File: src/rtl/br_predict_redirect_pkg.sv
// Shared widths, encodings and PC-field helpers for the fetch-side branch
// predictor and its redirect handshake.
package br_predict_redirect_pkg;

    localparam int IDX_W   = 4;
    localparam int TAG_W   = 32 - IDX_W - 4;
    localparam int CTR_W   = 2;
    localparam int NUM_ENT = 1 << IDX_W;

    typedef enum logic [1:0] {
        SNT = 2'd0,
        WNT = 2'd1,
        WT  = 2'd2,
        ST  = 2'd3
    } ctr_e;

    typedef enum logic [1:0] {
        IDLE  = 2'b00,
        FLUSH = 2'b01,
        HOLD  = 2'b10
    } rd_state_e;

    localparam logic [CTR_W-1:0] CTR_INIT = 2'b01;

    function automatic logic [IDX_W-1:0] pc_idx(input logic [31:0] pc);
        return pc[IDX_W+3:4];
    endfunction

    function automatic logic [TAG_W-1:0] pc_tag(input logic [31:0] pc);
        return pc[31:IDX_W+4];
    endfunction

endpackage

File: src/rtl/br_predict_redirect_sat_ctr2.sv
// Next-state function of a 2-bit saturating up/down branch counter.
module sat_ctr2
    import br_predict_redirect_pkg::*;
(
    input  logic [CTR_W-1:0] ctr,
    input  logic             up,
    output logic [CTR_W-1:0] ctr_nxt
);

    // Saturating step toward strongly-taken or strongly-not-taken.
    always_comb begin
        ctr_nxt = ctr;
        if (up) begin
            if (ctr != ST) begin
                ctr_nxt = ctr + 2'd1;
            end else begin
                ctr_nxt = ctr;
            end
        end else begin
            if (ctr != SNT) begin
                ctr_nxt = ctr - 2'd1;
            end else begin
                ctr_nxt = ctr;
            end
        end
    end

endmodule

File: src/rtl/br_predict_redirect.sv
// Direct-mapped BTB with 2-bit counters: predicts fetch lines, trains on Ex
// resolutions and drives a held redirect/flush handshake on mispredicts.
module br_predict_redirect
    import br_predict_redirect_pkg::*;
(
    input  logic        clk,
    input  logic        clr,
    input  logic        lk_val,
    input  logic [31:0] lk_pc,
    output logic        pred_val,
    output logic        pred_taken,
    output logic [31:0] pred_target,
    input  logic        res_val,
    input  logic [31:0] res_pc,
    input  logic        res_taken,
    input  logic        res_correct,
    input  logic [31:0] res_fip,
    input  logic [31:0] res_nextip,
    output logic        redir_val,
    output logic [31:0] redir_ip,
    input  logic        redir_ack,
    output logic        flush
);

    logic [NUM_ENT-1:0] valid_r;
    logic [TAG_W-1:0]   tag_r    [NUM_ENT];
    logic [31:0]        target_r [NUM_ENT];
    logic [CTR_W-1:0]   ctr_r    [NUM_ENT];

    logic [IDX_W-1:0]   lk_idx_s;
    logic               lk_hit_s;
    logic               lk_taken_s;
    logic [IDX_W-1:0]   res_idx_s;
    logic [TAG_W-1:0]   res_tag_s;
    logic               res_hit_s;
    logic [CTR_W-1:0]   ctr_upd_s;

    rd_state_e          state_r;
    rd_state_e          state_nxt_s;
    logic [31:0]        redir_ip_nxt_s;
    logic               mispredict_s;

    // Lookup reads the table as it stands before this edge's update.
    always_comb begin
        lk_idx_s   = pc_idx(lk_pc);
        lk_hit_s   = valid_r[lk_idx_s] && (tag_r[lk_idx_s] == pc_tag(lk_pc));
        lk_taken_s = lk_hit_s && ctr_r[lk_idx_s][1];
    end

    // Resolution-side index/tag match.
    always_comb begin
        res_idx_s = pc_idx(res_pc);
        res_tag_s = pc_tag(res_pc);
        res_hit_s = valid_r[res_idx_s] && (tag_r[res_idx_s] == res_tag_s);
    end

    sat_ctr2 u_sat_ctr2 (
        .ctr     (ctr_r[res_idx_s]),
        .up      (res_taken),
        .ctr_nxt (ctr_upd_s)
    );

    // Valid bits are the only table state that needs a reset.
    always_ff @(posedge clk or negedge clr) begin
        if (!clr) begin
            valid_r <= '0;
        end else if (res_val && res_taken && !res_hit_s) begin
            valid_r[res_idx_s] <= 1'b1;
        end
    end

    // Training of tag/target/counter; a not-taken miss leaves the entry alone.
    always_ff @(posedge clk) begin
        if (res_val && (res_hit_s || res_taken)) begin
            if (res_hit_s) begin
                ctr_r[res_idx_s] <= ctr_upd_s;
            end else begin
                ctr_r[res_idx_s] <= CTR_INIT + 2'd1;
            end
            if (res_taken) begin
                tag_r[res_idx_s]    <= res_tag_s;
                target_r[res_idx_s] <= res_fip;
            end
        end
    end

    // Registered prediction; lookups are dropped while the flush is in flight.
    always_ff @(posedge clk or negedge clr) begin
        if (!clr) begin
            pred_val    <= 1'b0;
            pred_taken  <= 1'b0;
            pred_target <= 32'h0;
        end else begin
            pred_val    <= lk_val && (state_r != FLUSH);
            pred_taken  <= lk_taken_s;
            pred_target <= lk_taken_s ? target_r[lk_idx_s] : 32'h0;
        end
    end

    // Redirect FSM next state; a mispredict seen during FLUSH is already dead.
    always_comb begin
        state_nxt_s    = state_r;
        redir_ip_nxt_s = redir_ip;
        mispredict_s   = res_val && !res_correct;
        case (state_r)
            IDLE: begin
                if (mispredict_s) begin
                    state_nxt_s    = FLUSH;
                    redir_ip_nxt_s = res_taken ? res_fip : res_nextip;
                end else begin
                    state_nxt_s = IDLE;
                end
            end
            FLUSH: begin
                if (redir_ack) begin
                    state_nxt_s = IDLE;
                end else begin
                    state_nxt_s = HOLD;
                end
            end
            HOLD: begin
                if (mispredict_s) begin
                    state_nxt_s    = FLUSH;
                    redir_ip_nxt_s = res_taken ? res_fip : res_nextip;
                end else if (redir_ack) begin
                    state_nxt_s = IDLE;
                end else begin
                    state_nxt_s = HOLD;
                end
            end
            default: begin
                state_nxt_s = IDLE;
            end
        endcase
    end

    // State register with handshake outputs decoded from the next state.
    always_ff @(posedge clk or negedge clr) begin
        if (!clr) begin
            state_r   <= IDLE;
            redir_val <= 1'b0;
            redir_ip  <= 32'h0;
            flush     <= 1'b0;
        end else begin
            state_r   <= state_nxt_s;
            redir_val <= (state_nxt_s != IDLE);
            redir_ip  <= redir_ip_nxt_s;
            flush     <= (state_nxt_s == FLUSH);
        end
    end

endmodule
File: config.mk
export PLATFORM = sky130hd
export DESIGN_NAME = br_predict_redirect
export DESIGN_NICKNAME = d
export VERILOG_FILES = /design/src/rtl/br_predict_redirect_pkg.sv /design/src/rtl/br_predict_redirect_sat_ctr2.sv /design/src/rtl/br_predict_redirect.sv
export SDC_FILE = /design/constraint.sdc
export NUM_CORES = 1
export LEC_CHECK = 0
export CELL_PAD_IN_SITES_DETAIL_PLACEMENT = 1
export CELL_PAD_IN_SITES_GLOBAL_PLACEMENT = 1
export CORE_MARGIN = 8
export CORE_UTILIZATION = 30
export DETAILED_ROUTE_END_ITERATION = 6
export PLACE_DENSITY_LB_ADDON = 0.3
export SYNTH_ARGS = -nofsm -noshare
export SYNTH_HDL_FRONTEND = slang
export SYNTH_SLANG_ARGS = --single-unit
File: constraint.sdc
create_clock -name clk -period 3 [get_ports clk]
set_clock_uncertainty 0.1 [all_clocks]
set_input_delay 0.6 -clock clk [delete_from_list [all_inputs] [get_ports clk]]
set_output_delay 0.6 -clock clk [all_outputs]
set_load 0.1 [all_outputs]
==> impl_metrics.toml, run 1 <==
[outcome]
status = "finished, violations left"
violations = "negative setup slack"

[sta]
min_period_over_period_pct = 108.1
setup_tns_ns = -19.05
rsz0062_at_grt = "true"
finalWorstSetupSlack_ns = -0.2444
worstMarginPinSlew_ns = 0.9242
setup_viol_count_final = 113
slew_viol_final = 0
fin_hold_ws_ns = 0.2610
slew_headroom_pct = 38.39
fmax_mhz = 308.2
post-route-min-period_ns = 3.244
hold_viol = 0

[die]
num_io_pins = 203
initial_utilization_pct = 30.13
rows = 138
die_x_um = 392.4
die_h_um = 392.4
core-area_um2 = 141100
dieArea_um2 = 154000

[synthesis]
netlist.top_cell.by_area = "edfxtp_1"
synthDistinctLibCells = 53
synthesis.area_um2 = 42500
avgSynthCellArea_um2 = 21.20
synth_seq_cells = 1014
async_reset_ff_share_pct = 8.481
yosysWarnings = 0
synth-edff-count = 928
synth_fp_nets = 2140
synthTopCellsByArea = "edfxtp_1 (66%), mux4_2 (20%), dfrtp_1 (5.1%), mux2i_1 (2.4%), xnor2_1 (0.93%)"
synthCells = 2005
synthFlopType = "edfxtp_1"
yosysSeqAreaShare_pct = 70.63
yosys.area.top_type_share_pct = 65.57

[setup_path]
crit_top_cell = "a211oi_2"
cp_slowest_cell = "mux4_2"
worst-path-buf-inv = 2
critPathTopFamily = "compound AO/OA/AOI/OAI gates"
worst_path_largest_cell_delay_ns = 0.47
worstPathRequired_ns = 3.26
path_max_fanout = 17
worstSetupStartpointType = "flop"
worstPathArrival_ns = 3.50
cp-end-kind = "flop"
worstSetupPathType = "reg -> reg"
crit_chain = "mux4_2 -> mux2i_1 -> xnor2_1 -> a2111oi_2 -> buf_4 -> nand4_1 -> a211oi_2 -> nand3_2 -> buf_12 -> a211oi_2"

[cells_and_area]
drive_gt1_share_pct = 39.90
nets = 2623
syn_to_final_growth_pct = 26.64
antennaDiodeCount = 0
stdcell_count = 4469

[placed_design]
pre_cts_ws_ns = -1.027
routabilityCongestion = 0.7947
place_inst = 4261
io_buffers = 194
hpwl_um = 80500

[routing]
first_pass_iters = 7
drt_iter0_drc = 1775
wl_um = 125300
drc = 0
dr_total_vias = 22720
routedWlPerCell_um = 28.04
viasPerCell = 5.083
detail-route-antenna-nets = 0

[run]
maxCapViolCount = 0

[pwr]
p_sw_w = 0.007803
power.share.switching_pct = 23.71
vdd_drop_max_mv = 0.5421
power.density_nw_per_um2 = 611.5
p_comb_share_pct = 10.2
p_seq_share_pct = 48.2
pwr-share-clk_pct = 41.5
power.leakage_nw = 17.83
p_int_w = 0.02511

[global_route]
first_global_vias = 25030
antenna_found_initial = 2
grt_use_total_pct = 16.07
grt_max_degree = 67
grt_overflow = 0
grt_pass1_wl_um = 181100

[worst_hold_path]
hold_class = "in -> async"

[clock_tree]
clock_sink_count = 1014
cts.path.max_buffers = 3
cts_buffers = 109
clk_pin_slew_ns = 0.06
h-tree-depth = 3
clk_latency_ns = 0.72
tritoncts = "done"
cts-root-buf = "clkbuf_16"
[flip-flops by register name, indices dropped and copies added (netlist names), 2 cells and up]
register,cells
tag_r,384
pred_target,32
target_r,512
valid_r,16
state_r,2
redir_ip,32
ctr_r,32
[power by group through the flow]
stage / Combinational (W) / Sequential [W] / Clock (W)
2_1_floorplan: 0.00146 / 0.0167 / 0
3_3_place_gp: 0.00330 / 0.0161 / 0
3_5_place_dp: 0.00337 / 0.0162 / 0
4_1_cts: 0.00341 / 0.0159 / 0.0141
5_1_grt: 0.00357 / 0.0159 / 0.0145
6_report: 0.00337 / 0.0159 / 0.0137
[cells in the final DEF (no fill, tap or decap), types with 5 or more instances in the layout]
cell,netlist,routed
edfxtp_1,928,928
mux4_2,368,368
buf_4,14,272
clkdlybuf4s50_1,0,117
clkbuf_16,0,111
mux2i_1,104,103
buf_12,0,96
dfrtp_1,86,86
nor2_1,59,42
xnor2_1,45,41
a21oi_1,39,38
nand2_1,32,29
nor2b_4,0,25
clkbuf_1,49,23
clkinv_2,0,21
nor2_4,0,17
xor2_1,17,17
a31o_2,16,16
clkinv_1,1,15
mux2_2,14,14
nor2b_1,39,13
a211oi_2,4,13
nand3_1,16,12
bufinv_16,0,12
o21ai_0,13,11
o22ai_1,9,9
nor3_1,8,8
nand4_1,7,7
nand2b_1,6,6
a22o_1,6,6
clkinvlp_4,0,6
clkbuf_8,0,6
buf_16,0,6
o211ai_1,5,5
clkinv_4,0,5
a221oi_1,5,5
nand3_2,1,5
a211oi_4,0,5
[layout make-up]
class,count,area (um2)
repair buffers,497,5366
inverters,6,27.53
well taps,1890,2365
clock inverters,63,726.9
fillers,13650,87250
clock buffers,139,2933
multi-input cells,860,12380
flip-flops and latches,1014,30020
[logic make-up after synthesis]
logic type             after synthesis  synth area share [%]
flip-flops                        1014                 70.63
multiplexers                       486                 22.32
AND/OR/NAND/NOR                    182                 2.117
buffers and inverters              131                 1.528
AO/OA/AOI/OAI                      130                 2.123
XOR/XNOR                            62                 1.278
[layer usage]
layer  GRT usage [%]  routed length [um]
met1           21.55               53760
met2           26.83               61320
met3           3.258                7612
met4           3.998                2637
met5               0                   0
[synth_stat cells (all sizes together) (21+ instances only)]
library cell and count:
edfxtp 928, mux4 368, mux2i 104, dfrtp 86, buf 76, nor2 59, clkbuf 49, xnor2 45
a21oi 39, nor2b 39, nand2 32, a211oi 21
[worst paths after layout]
path                                from         endpoint  slack [ns]  depth (start not counted)
max                        tag_r[10][14]      ctr_r[2][0]       -0.24                         10
max in group asynchronous            clr      redir_ip[9]        1.80                          3
max reg2reg                tag_r[10][14]      ctr_r[2][0]       -0.24                         10
min reg2reg                  valid_r[10]      valid_r[10]        0.42                          1
min                                  clr  pred_target[24]        0.26                          2
min in group clk               redir_ack       state_r[1]        0.32                          2
[metrics by stage]
| step | area (um2) | utilization, % | total power [W] |
|---|---|---|---|
| after floorplan | 43110 | - | 0.01813 |
| after global placement | 49700 | 35.23 | 0.01944 |
| after detailed placement | 49700 | 35.23 | 0.01953 |
| after CTS | 53700 | 38.07 | 0.03334 |
| after global routing | 53820 | 38.15 | 0.03394 |
| final | 53820 | 38.15 | 0.03291 |
[what timing repair did]
item	4_1_cts	5_1_grt
resized for setup	46	25
gates cloned	4	0
hold buffers	1	0
pin swaps	2	1
setup endpoints to repair	113	113
hold endpoints to repair	28	0
buffers inserted	1	0
Power figures use the tool's default switching activity.
==> run 2, diff against run 1 <==
- ABC_CLOCK_PERIOD_IN_PS: not set -> 3000
==> results of run 2 <==
No change in the layout: final DEF, timing and power equal those of run 1.
